--- src/rtl/hazard_pkg.sv ---
// hazard_pkg: shared encodings for the hazard controller.
//   FWD_*      : Execute-operand forwarding select values.
//   md_state_e : state encoding of the mult/div busy tracker.
//   fwd_sel()  : resolves one Execute operand's forwarding source.
package hazard_pkg;

  localparam logic [1:0] FWD_RF = 2'b00;  // register file
  localparam logic [1:0] FWD_W  = 2'b01;  // ResultW
  localparam logic [1:0] FWD_M  = 2'b10;  // ALUOutM

  typedef enum logic {
    IDLE = 1'b0,
    BUSY = 1'b1
  } md_state_e;

  // M stage wins over W since it holds the younger result; $0 is never forwarded.
  function automatic logic [1:0] fwd_sel(input logic [4:0] src,
                                         input logic [4:0] wreg_m, input logic we_m,
                                         input logic [4:0] wreg_w, input logic we_w);
    logic [1:0] sel;
    sel = FWD_RF;
    if (src != 5'd0 && src == wreg_m && we_m) begin
      sel = FWD_M;
    end else if (src != 5'd0 && src == wreg_w && we_w) begin
      sel = FWD_W;
    end
    return sel;
  endfunction

endpackage

--- src/rtl/muldiv_busy.sv ---
// muldiv_busy: tracks occupancy of the HI/LO unit after a mult/div issues.
//   clk   : clock
//   rst_n : asynchronous active-low reset (aborts any operation in flight)
//   start : mult/div entering Execute; ignored while already busy
//   div   : qualifies start, 1 = divide (DIV_CYCLES), 0 = multiply (MUL_CYCLES)
//   busy  : registered, high for exactly the operation's cycle count
module muldiv_busy
  import hazard_pkg::*;
#(
  parameter int unsigned MUL_CYCLES = 4,
  parameter int unsigned DIV_CYCLES = 32
) (
  input  logic clk,
  input  logic rst_n,
  input  logic start,
  input  logic div,
  output logic busy
);

  localparam int unsigned CntW = $clog2(DIV_CYCLES) + 1;

  md_state_e       state_q, state_d;
  logic [CntW-1:0] cnt_q, cnt_d;

  always_ff @(posedge clk or negedge rst_n) begin
    if (!rst_n) begin
      state_q <= IDLE;
      cnt_q   <= '0;
    end else begin
      state_q <= state_d;
      cnt_q   <= cnt_d;
    end
  end

  // Loading N-1 and exiting on zero yields exactly N busy cycles.
  always_comb begin
    state_d = state_q;
    cnt_d   = cnt_q;
    unique case (state_q)
      IDLE: begin
        if (start) begin
          state_d = BUSY;
          cnt_d   = div ? CntW'(DIV_CYCLES - 1) : CntW'(MUL_CYCLES - 1);
        end
      end
      BUSY: begin
        // A start seen here is a protocol violation and is dropped.
        if (cnt_q == '0) begin
          state_d = IDLE;
        end else begin
          cnt_d = cnt_q - 1'b1;
        end
      end
      default: state_d = IDLE;
    endcase
  end

  assign busy = (state_q == BUSY);

endmodule

--- src/rtl/hazard_ctrl.sv ---
// hazard_ctrl: forwarding and stall control for a 5-stage MIPS-style pipeline.
// Inputs : register numbers/write enables of D, E, M, W; load flags (E, M); BranchD;
//          mult/div issue info (MulDivD, MulDivStartE, DivE) and HiLoReadD.
// Outputs: StallF/StallD/FlushE (load-use, branch and HI/LO stalls), ForwardAD/BD
//          (branch comparator), ForwardAE/BE (Execute operand select), MulDivBusy.
// Build option: define HAZARD_MULDIV_EN to include the HI/LO busy tracker and its
// stall; otherwise MulDivBusy is 0 and the mult/div inputs are ignored.
module hazard_ctrl
  import hazard_pkg::*;
#(
  parameter int unsigned MUL_CYCLES = 4,
  parameter int unsigned DIV_CYCLES = 32
) (
  input  logic       clk,
  input  logic       rst_n,
  input  logic [4:0] RsD,
  input  logic [4:0] RtD,
  input  logic [4:0] RsE,
  input  logic [4:0] RtE,
  input  logic [4:0] WriteRegE,
  input  logic [4:0] WriteRegM,
  input  logic [4:0] WriteRegW,
  input  logic       RegWriteE,
  input  logic       RegWriteM,
  input  logic       RegWriteW,
  input  logic       MemtoRegE,
  input  logic       MemtoRegM,
  input  logic       BranchD,
  input  logic       MulDivD,
  input  logic       MulDivStartE,
  input  logic       DivE,
  input  logic       HiLoReadD,
  output logic       StallF,
  output logic       StallD,
  output logic       FlushE,
  output logic       ForwardAD,
  output logic       ForwardBD,
  output logic [1:0] ForwardAE,
  output logic [1:0] ForwardBE,
  output logic       MulDivBusy
);

  logic lwstall, branchstall, mdstall, stall;

  assign ForwardAE = fwd_sel(RsE, WriteRegM, RegWriteM, WriteRegW, RegWriteW);
  assign ForwardBE = fwd_sel(RtE, WriteRegM, RegWriteM, WriteRegW, RegWriteW);

  assign ForwardAD = (RsD != 5'd0) && (RsD == WriteRegM) && RegWriteM;
  assign ForwardBD = (RtD != 5'd0) && (RtD == WriteRegM) && RegWriteM;

  assign lwstall = MemtoRegE && ((RtE == RsD) || (RtE == RtD));

  // Branch operands are needed in D: an ALU result still in E, or a load still in M,
  // cannot be forwarded in time.
  assign branchstall = BranchD &&
                       ((RegWriteE && ((WriteRegE == RsD) || (WriteRegE == RtD))) ||
                        (MemtoRegM && ((WriteRegM == RsD) || (WriteRegM == RtD))));

`ifdef HAZARD_MULDIV_EN
  muldiv_busy #(
    .MUL_CYCLES (MUL_CYCLES),
    .DIV_CYCLES (DIV_CYCLES)
  ) u_muldiv_busy (
    .clk   (clk),
    .rst_n (rst_n),
    .start (MulDivStartE),
    .div   (DivE),
    .busy  (MulDivBusy)
  );

  assign mdstall = MulDivBusy && (HiLoReadD || MulDivD);
`else
  logic unused_muldiv;
  assign unused_muldiv = ^{clk, rst_n, MulDivD, MulDivStartE, DivE, HiLoReadD,
                           1'(MUL_CYCLES), 1'(DIV_CYCLES)};
  assign MulDivBusy = 1'b0;
  assign mdstall    = 1'b0;
`endif

  assign stall  = lwstall || branchstall || mdstall;
  assign StallF = stall;
  assign StallD = stall;
  assign FlushE = stall;

endmodule

--- config.mk ---
export PLATFORM = sky130hd
export DESIGN_NAME = hazard_ctrl
export DESIGN_NICKNAME = d
export VERILOG_FILES = /design/src/rtl/hazard_pkg.sv /design/src/rtl/muldiv_busy.sv /design/src/rtl/hazard_ctrl.sv
export SDC_FILE = /design/constraint.sdc
export NUM_CORES = 1
export LEC_CHECK = 0
export ABC_AREA = 1
export CAP_MARGIN = 20
export CORE_MARGIN = 2
export CORE_UTILIZATION = 32
export DETAILED_ROUTE_END_ITERATION = 8
export PLACE_DENSITY = 0.69
export RECOVER_POWER = 100
export REMOVE_ABC_BUFFERS = 1
export SYNTH_ARGS = -nofsm -noshare
export SYNTH_HDL_FRONTEND = slang
export SYNTH_HIERARCHICAL = 1
export SYNTH_SLANG_ARGS = --single-unit
--- constraint.sdc ---
create_clock -name vclk -period 1.3
set_input_delay 0.13 -clock vclk [all_inputs]
set_output_delay 0.13 -clock vclk [all_outputs]
set_load 0.01 [all_outputs]
== Word-level counts from Yosys, hierarchy flattened ==
Index checks and enable logic that the tools add are counted.

* Equality and inequality tests: 12
* Muxes and demuxes: 4
* Reduce and logical (&&, ||, !) cells: 25

{| class="wikitable"
|+ Operators with widths
! cell !! number
|-
| $eq 5x5->1 || 12
|-
| $reduce_bool 5->1 || 4
|-
| $logic_and 1x1->1 || 16
|-
| $logic_or 1x1->1 || 5
|-
| $mux 2 || 2
|-
| $mux 1 || 2
|}

* Register bits: 0
* Output and inout port bits: 10

== Longest topological paths before layout ==
* Depth after elaboration: 6
* Gate-level depth with buffers: 11
* Gate-level depth less buffers: 10

== Worst setup path after synthesis ==
No wires, ideal clock.

* Kind: input-to-output
* Start point: input port RtE[4]
* End point: output port StallD
* Data arrival time: 1.021 ns
* Data required time: 1.170 ns
* Setup slack: 0.149 ns
* Cell stages on the path: 8
* Path buffers: 2
* Cell sequence: buf_6 -> or2_0 -> a21oi_1 -> nand3_1 -> nand2_1 -> nand2_1 -> nand2_1 -> buf_4

* Longest elaborated chain between the ends: 4
* Elaborated cells on any way between the ends: 5
* Those cells by class: 2 x eq/ne; 3 x reduce/logical

{| class="wikitable"
|+ Ends and longest elaborated chain
! item !! RTL line !! RTL
|-
| start: declaration || hazard_ctrl.sv:19 || <nowiki>input logic [4:0] RtE,</nowiki>
|-
| $eq 5x5->1 || hazard_ctrl.sv:51 || <nowiki>assign lwstall = MemtoRegE && ((RtE == RsD) || (RtE == RtD));</nowiki>
|-
| $logic_or 1x1->1 * || hazard_ctrl.sv:51 ||
|-
| $logic_and 1x1->1 * || hazard_ctrl.sv:51 ||
|-
| $logic_or 1x1->1 * || hazard_ctrl.sv:80 || <nowiki>assign stall = lwstall || branchstall || mdstall;</nowiki>
|-
| end: declaration || hazard_ctrl.sv:34 || <nowiki>output logic StallD,</nowiki>
|}

Every way passes the cells marked *; elsewhere a longest branch is shown, timed or not.

== Worst setup path in the final report ==
* Start point: input port RtD[1]
* End point: output port FlushE

* Longest elaborated chain between the ends: 6
* Elaborated cells on any way between the ends: 12
* Those cells by class: 3 x eq/ne; 9 x reduce/logical

{| class="wikitable"
|+ Ends and longest elaborated chain
! item !! RTL line !! RTL
|-
| start: declaration || hazard_ctrl.sv:17 || <nowiki>input logic [4:0] RtD,</nowiki>
|-
| $eq 5x5->1 (on tied branches) || hazard_ctrl.sv:56, hazard_ctrl.sv:57 ||
|-
| $logic_or 1x1->1 (on tied branches) || hazard_ctrl.sv:56, hazard_ctrl.sv:57 ||
|-
| $logic_and 1x1->1 (on tied branches) || hazard_ctrl.sv:56, hazard_ctrl.sv:57 ||
|-
| $logic_or 1x1->1 || hazard_ctrl.sv:56 || <nowiki>((RegWriteE && ((WriteRegE == RsD) || (WriteRegE == RtD))) ||</nowiki>
|-
| $logic_and 1x1->1 || hazard_ctrl.sv:55 || <nowiki>assign branchstall = BranchD &&</nowiki>
|-
| $logic_or 1x1->1 * || hazard_ctrl.sv:80 ||
|-
| end: declaration || hazard_ctrl.sv:35 || <nowiki>output logic FlushE,</nowiki>
|}

Marked as above.

==> results list <==
* Worst path required time: about 1.2 ns
* Filler cells: between 200 and 300
- The synthesized design spends more area on one cell type than any other, namely sky130_fd_sc_hd__nand2_1.
* Num rows: 18
- Die span in x: between 50 and 60 um
- NetSw: 242 uW
* Fraction of final layout cells sized beyond drive strength 1: 40.6%
* Worst Hold Margin: 0.714 ns
- Yosys mapped the design onto 24 distinct sky130hd cell types.
- After global routing the overflow that remains totals 0.
- After synthesis, the largest family of logic cells by area is simple AND/OR/NAND/NOR gates.
- Number of nets in the finished design: roughly 300
- For this design, the slowest cell found on the critical path is sky130_fd_sc_hd__nor2_1.
* Final number of hold-violating endpoints: 0
- STA classifies the critical path endpoint as an output pin.
- The congestion estimate from routability-driven global placement came to about 0.8.
- Final Max Slew Viols: 0
- Entering global routing, the biggest net connects 7 pins.
* Initial standard-cell utilization of the core: 34.5%
* Portion of total power attributed to combinational logic: 100.0%
- Counting I/O delays and the setup requirement, the final critical path takes ~1.3 ns.
- In the global route stage, overall resource usage came out at around 20%.
* First-iteration detailed-routing DRC count: 29
* Simple-Gate Fraction of Synth Area: a little under three fifths
- For this run, the number of Yosys warnings is 6.
- Upper clock frequency limit: roughly 0.77 GHz
- DRT Pass-1 Iters: 4
- Net switching is between 40% and 50% of the power.
- The critical path goes through buf_8 > buf_6 > nand2_2 > nand2_1 > nor2_1 > nand3_1 > nand2_1 > nand2_1 > nand2_1 > nand2_1 > nand2_2 > buf_6.
* Maximum net fanout on the critical path: 3
* Xor and xnor fraction of the mapped netlist area: between 10% and 20%
* Largest stage delay, worst path: about 0.13 ns
* Total design power: just under 500 uW
- Avg WL per Cell: between 10 and 15 um
- Setup repair after global routing could not meet its margin everywhere.
- Sequential power share: 0%
- The cell that appears most often on the critical path is sky130_fd_sc_hd__nand2_1.
* Compound-cell area share of the yosys netlist: ~8%
- The number of antenna diodes in the final layout is 0.
- For this run, the register share of the synthesized area comes to 0%.
- Area contributors post-synth: sky130_fd_sc_hd__nand2_1 (30%), sky130_fd_sc_hd__inv_1 (10%), sky130_fd_sc_hd__xnor2_1 (10%), sky130_fd_sc_hd__xor2_1 (9.0%), sky130_fd_sc_hd__nor2_1 (8.1%)
* Post-layout utilization of the core: between 60 and 70%
* Area of combinational cells with multiple inputs: between 800 and 900 um2
- Wire length reported by the detailed router: about 3.1 mm
- Netlist Area Pre-Place: 878 um2
- Wire length of the first global-routing pass: between 5 and 6 mm
* DRC violations left: 0
- Ports placed on the boundary: 57
* Storage cell area: 0 um2
- Cell internal power was estimated by the tool at around 250 uW.
- The wire-length estimate of the detail-placed layout is around 2.5 mm.
- Highest ir drop seen on vdd: between 150 and 200 uV
* Layout overhead on the synthesized area: 84.3%
- After detailed routing, the number of vias per cell comes to between 4 and 5.
- Hold repair after CTS inserted 0 buffers.
- Pwr/cell area: a little over 300 mW/mm2
* Core outline area: roughly 0.0025 mm2
- The run finished with clean final reports.
* Number of clock buffers in the layout: 0
* Post-synthesis instance total: between 150 and 200
* Avg Inst Size Synth: approximately 4.8 um2
- The number of antenna violations at the first check in global routing is 0.
* Die area: around 0.0032 mm2
* Final worst-path cycle share: between 90% and 100%
- Worst Setup Path Type: primary input to output pin
- Number of nets with antenna violations after routing: 0
* Minimum setup slack after placement: -0.845 ns
- Arrival time reported for the critical path endpoint: 1.17 ns
* Mux contribution to synthesized area: 0%
- Portion of synthesized cell area occupied by the leading cell type: a little under a third
* Hold Path Class: primary input to output pin
- The via count of the first global-routing pass came to 1,234.
* Number of port buffers: 50
- Setup slack closes at 0.00411 ns.
* CP startpoint kind: primary input
* Routed vias: between 1,000 and 1,500
* Static Leakage: about 0.0009 uW
- By count the netlist is led by sky130_fd_sc_hd__nand2_1 (71), sky130_fd_sc_hd__inv_1 (24), sky130_fd_sc_hd__nor2_1 (19).
* Layout sequential cell count: 0
* Most frequently used cell type in the post-synthesis netlist: sky130_fd_sc_hd__nand2_1
- In this run the vertical extent of the chip is around 56 um.
- Setup-violating endpoint count in the final report: 0
- Portion of total power attributed to the clock network: 0%
* Adder-Cell Fraction of Synth Area: 0%
- # Max-Cap Violations: 0
## kinds of logic after synthesis
| group | after synthesis |
|---|---|
| AOI/OAI and AO/OA | 12 |
| buffers and inverters | 35 |
| xor gates and xnor gates | 19 |
| other | 1 |
| and+or+nand+nor | 115 |
## worst max-delay path, delay by kind of cell
kind | cells | cell delay, ns
and+or+nand+nor | 9 | 0.70
buffers and inverters | 3 | 0.32
## repair_timing
action,CTS,global route
pin swaps,18,31
cloned,0,0
endpoints found under the setup margin,9,8
gates resized for setup,137,74
setup buffers,0,1
## power by group through the flow
| stage | Combinational [uW] | Clock, uW | Sequential [uW] |
|---|---|---|---|
| 2_1_floorplan | 176 | 0 | 0 |
| 3_3_place_gp | 468 | 0 | 0 |
| 3_5_place_dp | 470 | 0 | 0 |
| 4_1_cts | 447 | 0 | 0 |
| 5_1_grt | 546 | 0 | 0 |
| 6_report | 495 | 0 | 0 |
## cell type report
cell class                 count  area share [%]
multi-input combinational    147            52.3
timing repair buffer          81            38.9
inverter                      28            6.49
tap                           30            2.32
## per-layer routing
layer / track usage, % / share of wire, % / vias to the layer above
met2: 32.6 / 47 / 27
met1: 29.5 / 50 / 580
li1: - / - / 707
met4: 2.04 / 0 / 0
met3: 0.691 / 3.0 / 0
met5: 0 / 0 / -
## path summary, 6_finish.rpt
| check | start | to | slack (ns) | cells past startpoint |
|---|---|---|---|---|
| max | RtD[1] | FlushE | 0.004 | 12 |
| min | RsE[2] | ForwardAE[1] | 0.71 | 5 |
## cell usage in the layout, fill, tap and decap left out, types with 4 or more instances in the layout
master	n
sky130_fd_sc_hd__buf_2	11
sky130_fd_sc_hd__buf_4	33
sky130_fd_sc_hd__buf_6	10
sky130_fd_sc_hd__clkbuf_2	9
sky130_fd_sc_hd__clkdlybuf4s50_1	4
sky130_fd_sc_hd__dlygate4sd2_1	7
sky130_fd_sc_hd__inv_1	19
sky130_fd_sc_hd__inv_2	9
sky130_fd_sc_hd__nand2_1	64
sky130_fd_sc_hd__nand2_2	7
sky130_fd_sc_hd__nand3_1	8
sky130_fd_sc_hd__nor2_1	14
sky130_fd_sc_hd__nor3_2	5
sky130_fd_sc_hd__xnor2_1	7
sky130_fd_sc_hd__xor2_1	9
## through the flow
| stage | std cells | instance area (um2) | TNS, ns |
|---|---|---|---|
| floorplan | 175 | 830 | 0 |
| global placement | 285 | 1590 | -6.52 |
| detailed placement | 285 | 1590 | -6.57 |
| CTS | 285 | 1570 | 0 |
| global route | 286 | 1620 | -0.118 |
| finish | 286 | 1620 | 0 |
(Power assumes the default switching activity.)
